`src/rtl/regfile_wb_arbiter_pkg.sv`:
```
// Shared definitions for the register-file writeback arbiter.
// Holds the default sizing of the writeback path and the requester
// index enumeration used by the top module and the round-robin picker.
package regfile_wb_arbiter_pkg;

  localparam int NUM_REQ  = 3;   // writeback requesters
  localparam int ADDR_W   = 4;   // register address width
  localparam int DATA_W   = 32;  // register data width
  localparam int NUM_REGS = 16;  // registers tracked by the scoreboard

  // Requester slot assignment on the writeback bus.
  typedef enum logic [1:0] {
    REQ_ALU = 2'd0,
    REQ_MEM = 2'd1,
    REQ_MUL = 2'd2
  } req_idx_e;

endpackage

```
`src/rtl/wb_rr_picker.sv`:
```
// Two-winner round-robin picker for the writeback ports.
// Candidates are scanned ptr_i, ptr_i+1, ... (mod NUM_REQ). The first valid
// candidate wins port 1; the next valid candidate whose destination differs
// from the port-1 winner wins port 2. A candidate aimed at the same register
// as the port-1 winner is skipped so both ports never hit one register.
// Purely combinational; the data path is not an input, so the grant cannot
// depend on write data.
//
// Ports:
//   valid_i    - per-requester request valid
//   rd_i       - packed per-requester destination register
//   ptr_i      - round-robin start index
//   grant_o    - one-hot-or-two-hot grant vector
//   p1_valid_o / p1_idx_o - port-1 winner
//   p2_valid_o / p2_idx_o - port-2 winner
//   next_ptr_o - (last granted index + 1) mod NUM_REQ, or ptr_i when idle
import regfile_wb_arbiter_pkg::*;

module wb_rr_picker #(
  parameter int NUM_REQ = regfile_wb_arbiter_pkg::NUM_REQ,
  parameter int ADDR_W  = regfile_wb_arbiter_pkg::ADDR_W,
  parameter int IDX_W   = $clog2(NUM_REQ)
) (
  input  logic [NUM_REQ-1:0]        valid_i,
  input  logic [NUM_REQ*ADDR_W-1:0] rd_i,
  input  logic [IDX_W-1:0]          ptr_i,
  output logic [NUM_REQ-1:0]        grant_o,
  output logic                      p1_valid_o,
  output logic [IDX_W-1:0]          p1_idx_o,
  output logic                      p2_valid_o,
  output logic [IDX_W-1:0]          p2_idx_o,
  output logic [IDX_W-1:0]          next_ptr_o
);

  logic [ADDR_W-1:0] p1_rd;
  int                cand;
  int                cand_nxt;

  always_comb begin
    grant_o    = '0;
    p1_valid_o = 1'b0;
    p1_idx_o   = '0;
    p2_valid_o = 1'b0;
    p2_idx_o   = '0;
    next_ptr_o = ptr_i;
    p1_rd      = '0;
    cand       = 0;
    cand_nxt   = 0;
    for (int k = 0; k < NUM_REQ; k++) begin
      cand = int'(ptr_i) + k;
      if (cand >= NUM_REQ) cand = cand - NUM_REQ;
      cand_nxt = (cand + 1 >= NUM_REQ) ? 0 : cand + 1;
      if (valid_i[cand]) begin
        if (!p1_valid_o) begin
          p1_valid_o    = 1'b1;
          p1_idx_o      = IDX_W'(cand);
          p1_rd         = rd_i[cand*ADDR_W +: ADDR_W];
          grant_o[cand] = 1'b1;
          next_ptr_o    = IDX_W'(cand_nxt);
        end else if (!p2_valid_o && (rd_i[cand*ADDR_W +: ADDR_W] != p1_rd)) begin
          p2_valid_o    = 1'b1;
          p2_idx_o      = IDX_W'(cand);
          grant_o[cand] = 1'b1;
          next_ptr_o    = IDX_W'(cand_nxt);
        end
      end
    end
  end

endmodule

```
`src/rtl/regfile_wb_arbiter.sv`:
```
// Writeback arbiter in front of a two-write-port register file, plus a
// pending-write scoreboard.
//
// Handshake: a requester holds req_valid/req_rd/req_data until it sees
// req_ready; a transfer happens in the cycle where both are high. req_ready
// is combinational from req_valid, req_rd and the round-robin pointer.
// A grant in cycle N appears on RWx/Bus_Wx/RegWritex in cycle N+1; the
// register file writes on the edge that ends N+1.
//
// Ports:
//   clk, rst              - clock, async active-high reset
//   req_valid/rd/data     - per-requester writeback request
//   req_ready             - per-requester grant
//   alloc_valid/alloc_rd  - issue stage marks a register pending
//   busy_vec              - pending-write scoreboard
//   RW1/RW2, RegWrite1/2, Bus_W1/2 - registered register-file write ports
import regfile_wb_arbiter_pkg::*;

module regfile_wb_arbiter #(
  parameter int NUM_REQ = regfile_wb_arbiter_pkg::NUM_REQ,
  parameter int ADDR_W  = regfile_wb_arbiter_pkg::ADDR_W,
  parameter int DATA_W  = regfile_wb_arbiter_pkg::DATA_W
) (
  input  logic                      clk,
  input  logic                      rst,
  input  logic [NUM_REQ-1:0]        req_valid,
  input  logic [NUM_REQ*ADDR_W-1:0] req_rd,
  input  logic [NUM_REQ*DATA_W-1:0] req_data,
  output logic [NUM_REQ-1:0]        req_ready,
  input  logic                      alloc_valid,
  input  logic [ADDR_W-1:0]         alloc_rd,
  output logic [NUM_REGS-1:0]       busy_vec,
  output logic [ADDR_W-1:0]         RW1,
  output logic [ADDR_W-1:0]         RW2,
  output logic                      RegWrite1,
  output logic                      RegWrite2,
  output logic [DATA_W-1:0]         Bus_W1,
  output logic [DATA_W-1:0]         Bus_W2
);

  localparam int IDX_W = $clog2(NUM_REQ);

  logic [IDX_W-1:0]    rr_ptr_q, rr_ptr_d;
  logic [NUM_REQ-1:0]  grant;
  logic                p1_valid, p2_valid;
  logic [IDX_W-1:0]    p1_idx, p2_idx, next_ptr;

  logic                we1_q, we1_d, we2_q, we2_d;
  logic [ADDR_W-1:0]   rw1_q, rw1_d, rw2_q, rw2_d;
  logic [DATA_W-1:0]   bw1_q, bw1_d, bw2_q, bw2_d;
  logic [NUM_REGS-1:0] busy_q, busy_d;

  wb_rr_picker #(
    .NUM_REQ (NUM_REQ),
    .ADDR_W  (ADDR_W),
    .IDX_W   (IDX_W)
  ) u_picker (
    .valid_i    (req_valid),
    .rd_i       (req_rd),
    .ptr_i      (rr_ptr_q),
    .grant_o    (grant),
    .p1_valid_o (p1_valid),
    .p1_idx_o   (p1_idx),
    .p2_valid_o (p2_valid),
    .p2_idx_o   (p2_idx),
    .next_ptr_o (next_ptr)
  );

  // No grants while reset is held, so no requester believes it transferred.
  assign req_ready = rst ? '0 : grant;

  always_comb begin
    rr_ptr_d = next_ptr;
    we1_d    = p1_valid;
    we2_d    = p2_valid;
    // Idle ports keep their last address/data; only the enable drops.
    rw1_d    = p1_valid ? req_rd[int'(p1_idx)*ADDR_W +: ADDR_W]   : rw1_q;
    bw1_d    = p1_valid ? req_data[int'(p1_idx)*DATA_W +: DATA_W] : bw1_q;
    rw2_d    = p2_valid ? req_rd[int'(p2_idx)*ADDR_W +: ADDR_W]   : rw2_q;
    bw2_d    = p2_valid ? req_data[int'(p2_idx)*DATA_W +: DATA_W] : bw2_q;

    // Clears are applied first so a same-edge allocation wins.
    busy_d = busy_q;
    if (we1_q) busy_d[rw1_q] = 1'b0;
    if (we2_q) busy_d[rw2_q] = 1'b0;
    if (alloc_valid) busy_d[alloc_rd] = 1'b1;
  end

  always_ff @(posedge clk or posedge rst) begin
    if (rst) begin
      rr_ptr_q <= '0;
      we1_q    <= 1'b0;
      we2_q    <= 1'b0;
      rw1_q    <= '0;
      rw2_q    <= '0;
      bw1_q    <= '0;
      bw2_q    <= '0;
      busy_q   <= '0;
    end else begin
      rr_ptr_q <= rr_ptr_d;
      we1_q    <= we1_d;
      we2_q    <= we2_d;
      rw1_q    <= rw1_d;
      rw2_q    <= rw2_d;
      bw1_q    <= bw1_d;
      bw2_q    <= bw2_d;
      busy_q   <= busy_d;
    end
  end

  assign RegWrite1 = we1_q;
  assign RegWrite2 = we2_q;
  assign RW1       = rw1_q;
  assign RW2       = rw2_q;
  assign Bus_W1    = bw1_q;
  assign Bus_W2    = bw2_q;
  assign busy_vec  = busy_q;

endmodule

```
`config.mk`:
```
export PLATFORM = sky130hd
export DESIGN_NAME = regfile_wb_arbiter
export DESIGN_NICKNAME = d
export VERILOG_FILES = /design/src/rtl/regfile_wb_arbiter_pkg.sv /design/src/rtl/wb_rr_picker.sv /design/src/rtl/regfile_wb_arbiter.sv
export SDC_FILE = /design/constraint.sdc
export NUM_CORES = 1
export LEC_CHECK = 0
export ABC_AREA = 1
export ABC_CLOCK_PERIOD_IN_PS = 5400
export CAP_MARGIN = 20
export CORE_MARGIN = 8
export CORE_UTILIZATION = 51
export CTS_CLUSTER_DIAMETER = 50
export DETAILED_ROUTE_END_ITERATION = 10
export HOLD_SLACK_MARGIN = 0.03
export PLACE_DENSITY = 0.87
export SLEW_MARGIN = 10
export SYNTH_ARGS = -nofsm -noshare
export SYNTH_HDL_FRONTEND = slang
export SYNTH_SLANG_ARGS = --single-unit
```
`constraint.sdc`:
```
create_clock -name clk -period 5.4 [get_ports clk]
set_input_delay 0.54 -clock clk [delete_from_list [all_inputs] [get_ports clk]]
set_output_delay 0.54 -clock clk [all_outputs]
set_load 0.01 [all_outputs]
```
==> results.sh <==
export IMPL_status="finished, final reports clean"
export IMPL_multi_input_comb_area_um2=3590
export IMPL_syn_num_nets=1153
export IMPL_synthAdderAreaFrac=0.0114
export IMPL_switching_share=0.530
export IMPL_start_util=0.523
export IMPL_ir_drop_v=0.000578
export IMPL_clock_path_buffers=2
export IMPL_synth_simple_gate_area_frac=0.410
export IMPL_cts_repair_resized=0
export IMPL_detail_route_vias_per_cell=5.51
export IMPL_synth_area_mux_share=0
export IMPL_fp_coreArea_um2=12600
export IMPL_synth_ff_type="dfrtp_1"
export IMPL_netlist_instances=1029
export IMPL_wirelength_mm=24.2
export IMPL_ys_warnings_count=0
export IMPL_required_ns=4.86
export IMPL_avgSynthCellArea_um2=6.41
export IMPL_report_final_slew_viol_count=0
export IMPL_clock_latency_ns=0.35
export IMPL_hold_path_depth=2
export IMPL_synth_cell_type_count=34
export IMPL_grt_first_pass_wirelength_mm=38.0
export IMPL_async_flop_share=1.00
export IMPL_fmax_mhz=219
export IMPL_finalPower_mw=7.33
export IMPL_fin_setup_tns_ns=0
export IMPL_pin_count=211
export IMPL_cts_htree_levels=3
export IMPL_dp_cells=1365
export IMPL_synth_top_family_by_area="simple AND/OR/NAND/NOR gates"
export IMPL_rsz0062_at_grt="false"
export IMPL_slew_limit_headroom=0.337
export IMPL_fillers=1091
export IMPL_postCtsHoldBufs=0
export IMPL_p_switching_mw=3.89
export IMPL_grt_pass1_vias=7124
export IMPL_path_clk_slew_ns=0.07
export IMPL_cp_max_fo=16
export IMPL_final_nets=1328
export IMPL_pwr_share_comb=0.727
export IMPL_p_leak_nw=4.31
export IMPL_finClkSkew_ns=0.00460
export IMPL_synth_seq_area_share=0.349
export IMPL_fin_crit_ns=4.57
export IMPL_synth_compound_area_frac=0.122
export IMPL_cts_tree="built"
export IMPL_clockRootBuffer="clkbuf_16"
export IMPL_grt_max_degree=51
export IMPL_synth_top_area_cell="dfrtp_1"
export IMPL_synth_area_leaders="dfrtp_1, nand2_1, nor2_1"
export IMPL_endpoint_kind="output pin"
export IMPL_seqPwrFrac=0.184
export IMPL_grtUsageTotal=0.287
export IMPL_drive_gt1_frac=0.0447
export IMPL_fin_cells=1381
export IMPL_die_y_um=130
export IMPL_netlist_area_um2=6590
export IMPL_yosysMostFrequentCell="nand2_1"
export IMPL_setup_ws_ns=0.829
export IMPL_post_cts_buffers=0
export IMPL_p_int_mw=3.44
export IMPL_synthTopCellsByCount="nand2_1, nor2_1, nand3_1"
export IMPL_regArea_um2=2300
export IMPL_rows=41
export IMPL_numCtsBuffers=9
export IMPL_die_w_um=130
export IMPL_vias=7606
export IMPL_dpl_hpwl_mm=17.4
export IMPL_reg2regPathDepth=19
export IMPL_setup_viol=0
export IMPL_synth_xor_area_frac=0
export IMPL_pwr_density_cell_nw_per_um2=816
export IMPL_clockPowerShare=0.088
export IMPL_antenna_found_initial=1
export IMPL_drt_iter0_drc=932
export IMPL_cts_sinks=92
export IMPL_post_route_util=0.712
export IMPL_worst_slew_pin_slew_ns=0.991
export IMPL_ant_nets=0
export IMPL_wl_per_cell_um=17.5
export IMPL_hold_viol=0
export IMPL_area_growth_pct=36.3
export IMPL_first_pass_iters=6
export IMPL_synth_edff_count=0
export IMPL_overflow=0
export IMPL_timing_final_crit_share=0.847
export IMPL_ys_ff_latch=92
export IMPL_post_route_drc_count=0
export IMPL_crit_arrival_ns=4.03
export IMPL_synth_top_area_frac=0.349
export IMPL_cp_start_kind="register"
export IMPL_place_ws_ns=1.20
export IMPL_dieArea_um2=16800
export IMPL_path_class="reg2out"
export IMPL_io_buffers=210
export IMPL_maxCapViolCount=0
export IMPL_antenna_cells=0
export IMPL_min_path_type="reg2reg"
export IMPL_gp_congestion=0.943
flip-flops by register name, summed over array words and instances (netlist names):
signal,flops
RegWrite1,1
RW2,4
busy_vec,16
Bus_W2,32
RegWrite2,1
Bus_W1,32
RW1,4
rr_ptr_q,2
worst max-delay path: stages (launching register included):
cell	delay, ns
dfrtp_1	0.42
inv_1	0.14
ha_1	0.56
inv_2	0.29
nor2_4	0.20
nand2_2	0.10
nand2_2	0.25
nand2_1	0.17
nand2_1	0.10
nand2_1	0.06
nor2_2	0.14
nand2_2	0.09
nand3_4	0.10
nand3_4	0.12
nand2_4	0.11
nand2_1	0.07
a31oi_1	0.18
clkdlybuf4s50_1	0.57
logic make-up (layout without fill, tap and decap cells):
| family | after synthesis | count (layout) |
|---|---|---|
| AO/OA/AOI/OAI | 121 | 121 |
| adder cells (fa/ha/maj) | 6 | 6 |
| buffers and inverters | 165 | 345 |
| flip-flops | 92 | 92 |
| AND/OR/NAND/NOR | 645 | 645 |
layer usage:
| layer | share of wire | wire length (µm) | track usage | up-vias |
|---|---|---|---|---|
| li1 | - | - | - | 3661 |
| met4 | 0.036 | 876 | 0.137 | 2 |
| met1 | 0.41 | 9830 | 0.362 | 3485 |
| met3 | 0.088 | 2130 | 0.0526 | 63 |
| met2 | 0.47 | 11300 | 0.467 | 395 |
| met5 | 0.00050 | 12 | 0 | - |
metrics by stage:
step	hold slack (ns)	instance area [µm²]
floorplan	0.549	6590
global placement	0.491	8690
detailed placement	0.501	8690
CTS	0.513	8980
global route	0.544	8980
finish	0.512	8980
cell usage in the layout (no fill, tap or decap), drive strengths merged:
cell type / n
a21boi: 1
o221ai: 3
ha: 6
nand2: 327
nor2: 188
dfrtp: 92
clkdlybuf4s50: 210
buf: 9
a21oi: 8
inv: 110
o211ai: 45
clkinvlp: 2
nor3: 9
nand3: 116
o21ai: 19
or2: 1
nand4: 1
clkinv: 3
bufinv: 1
nand3b: 3
o31ai: 4
clkbuf: 10
o311ai: 4
a32oi: 1
a31oi: 36
final timing paths:
path | to | slack (ns) | from
min in group asynchronous | Bus_W2[8] | 0.70 | rst
worst max-delay path | req_ready[1] | 0.83 | rr_ptr_q[0]
worst max register to register | Bus_W2[0] | 1.09 | rr_ptr_q[0]
worst min-delay path | Bus_W2[26] | 0.51 | Bus_W2[26]
max in group asynchronous | Bus_W1[25] | 3.64 | rst
worst min register to register | Bus_W2[26] | 0.51 | Bus_W2[26]
power groups by stage:
stage / Combinational (mW) / Clock, mW / Sequential, mW
floorplan: 3.51 / 0 / 1.47
CTS: 5.30 / 0.648 / 1.35
finish: 5.33 / 0.649 / 1.35
detailed placement: 5.25 / 0 / 1.36
global route: 5.92 / 0.677 / 1.40
global placement: 5.16 / 0 / 1.34
area by class of cell:
| type | instances | area share |
|---|---|---|
| multi-input cells | 772 | 0.399 |
| flip-flops and latches | 92 | 0.256 |
| repair buffers | 219 | 0.241 |
| clock buffers | 10 | 0.0255 |
| clock inverters | 6 | 0.00710 |
| inverters | 110 | 0.0465 |
| well taps | 172 | 0.0240 |
Note: power is estimated with default switching activity, not from simulation.
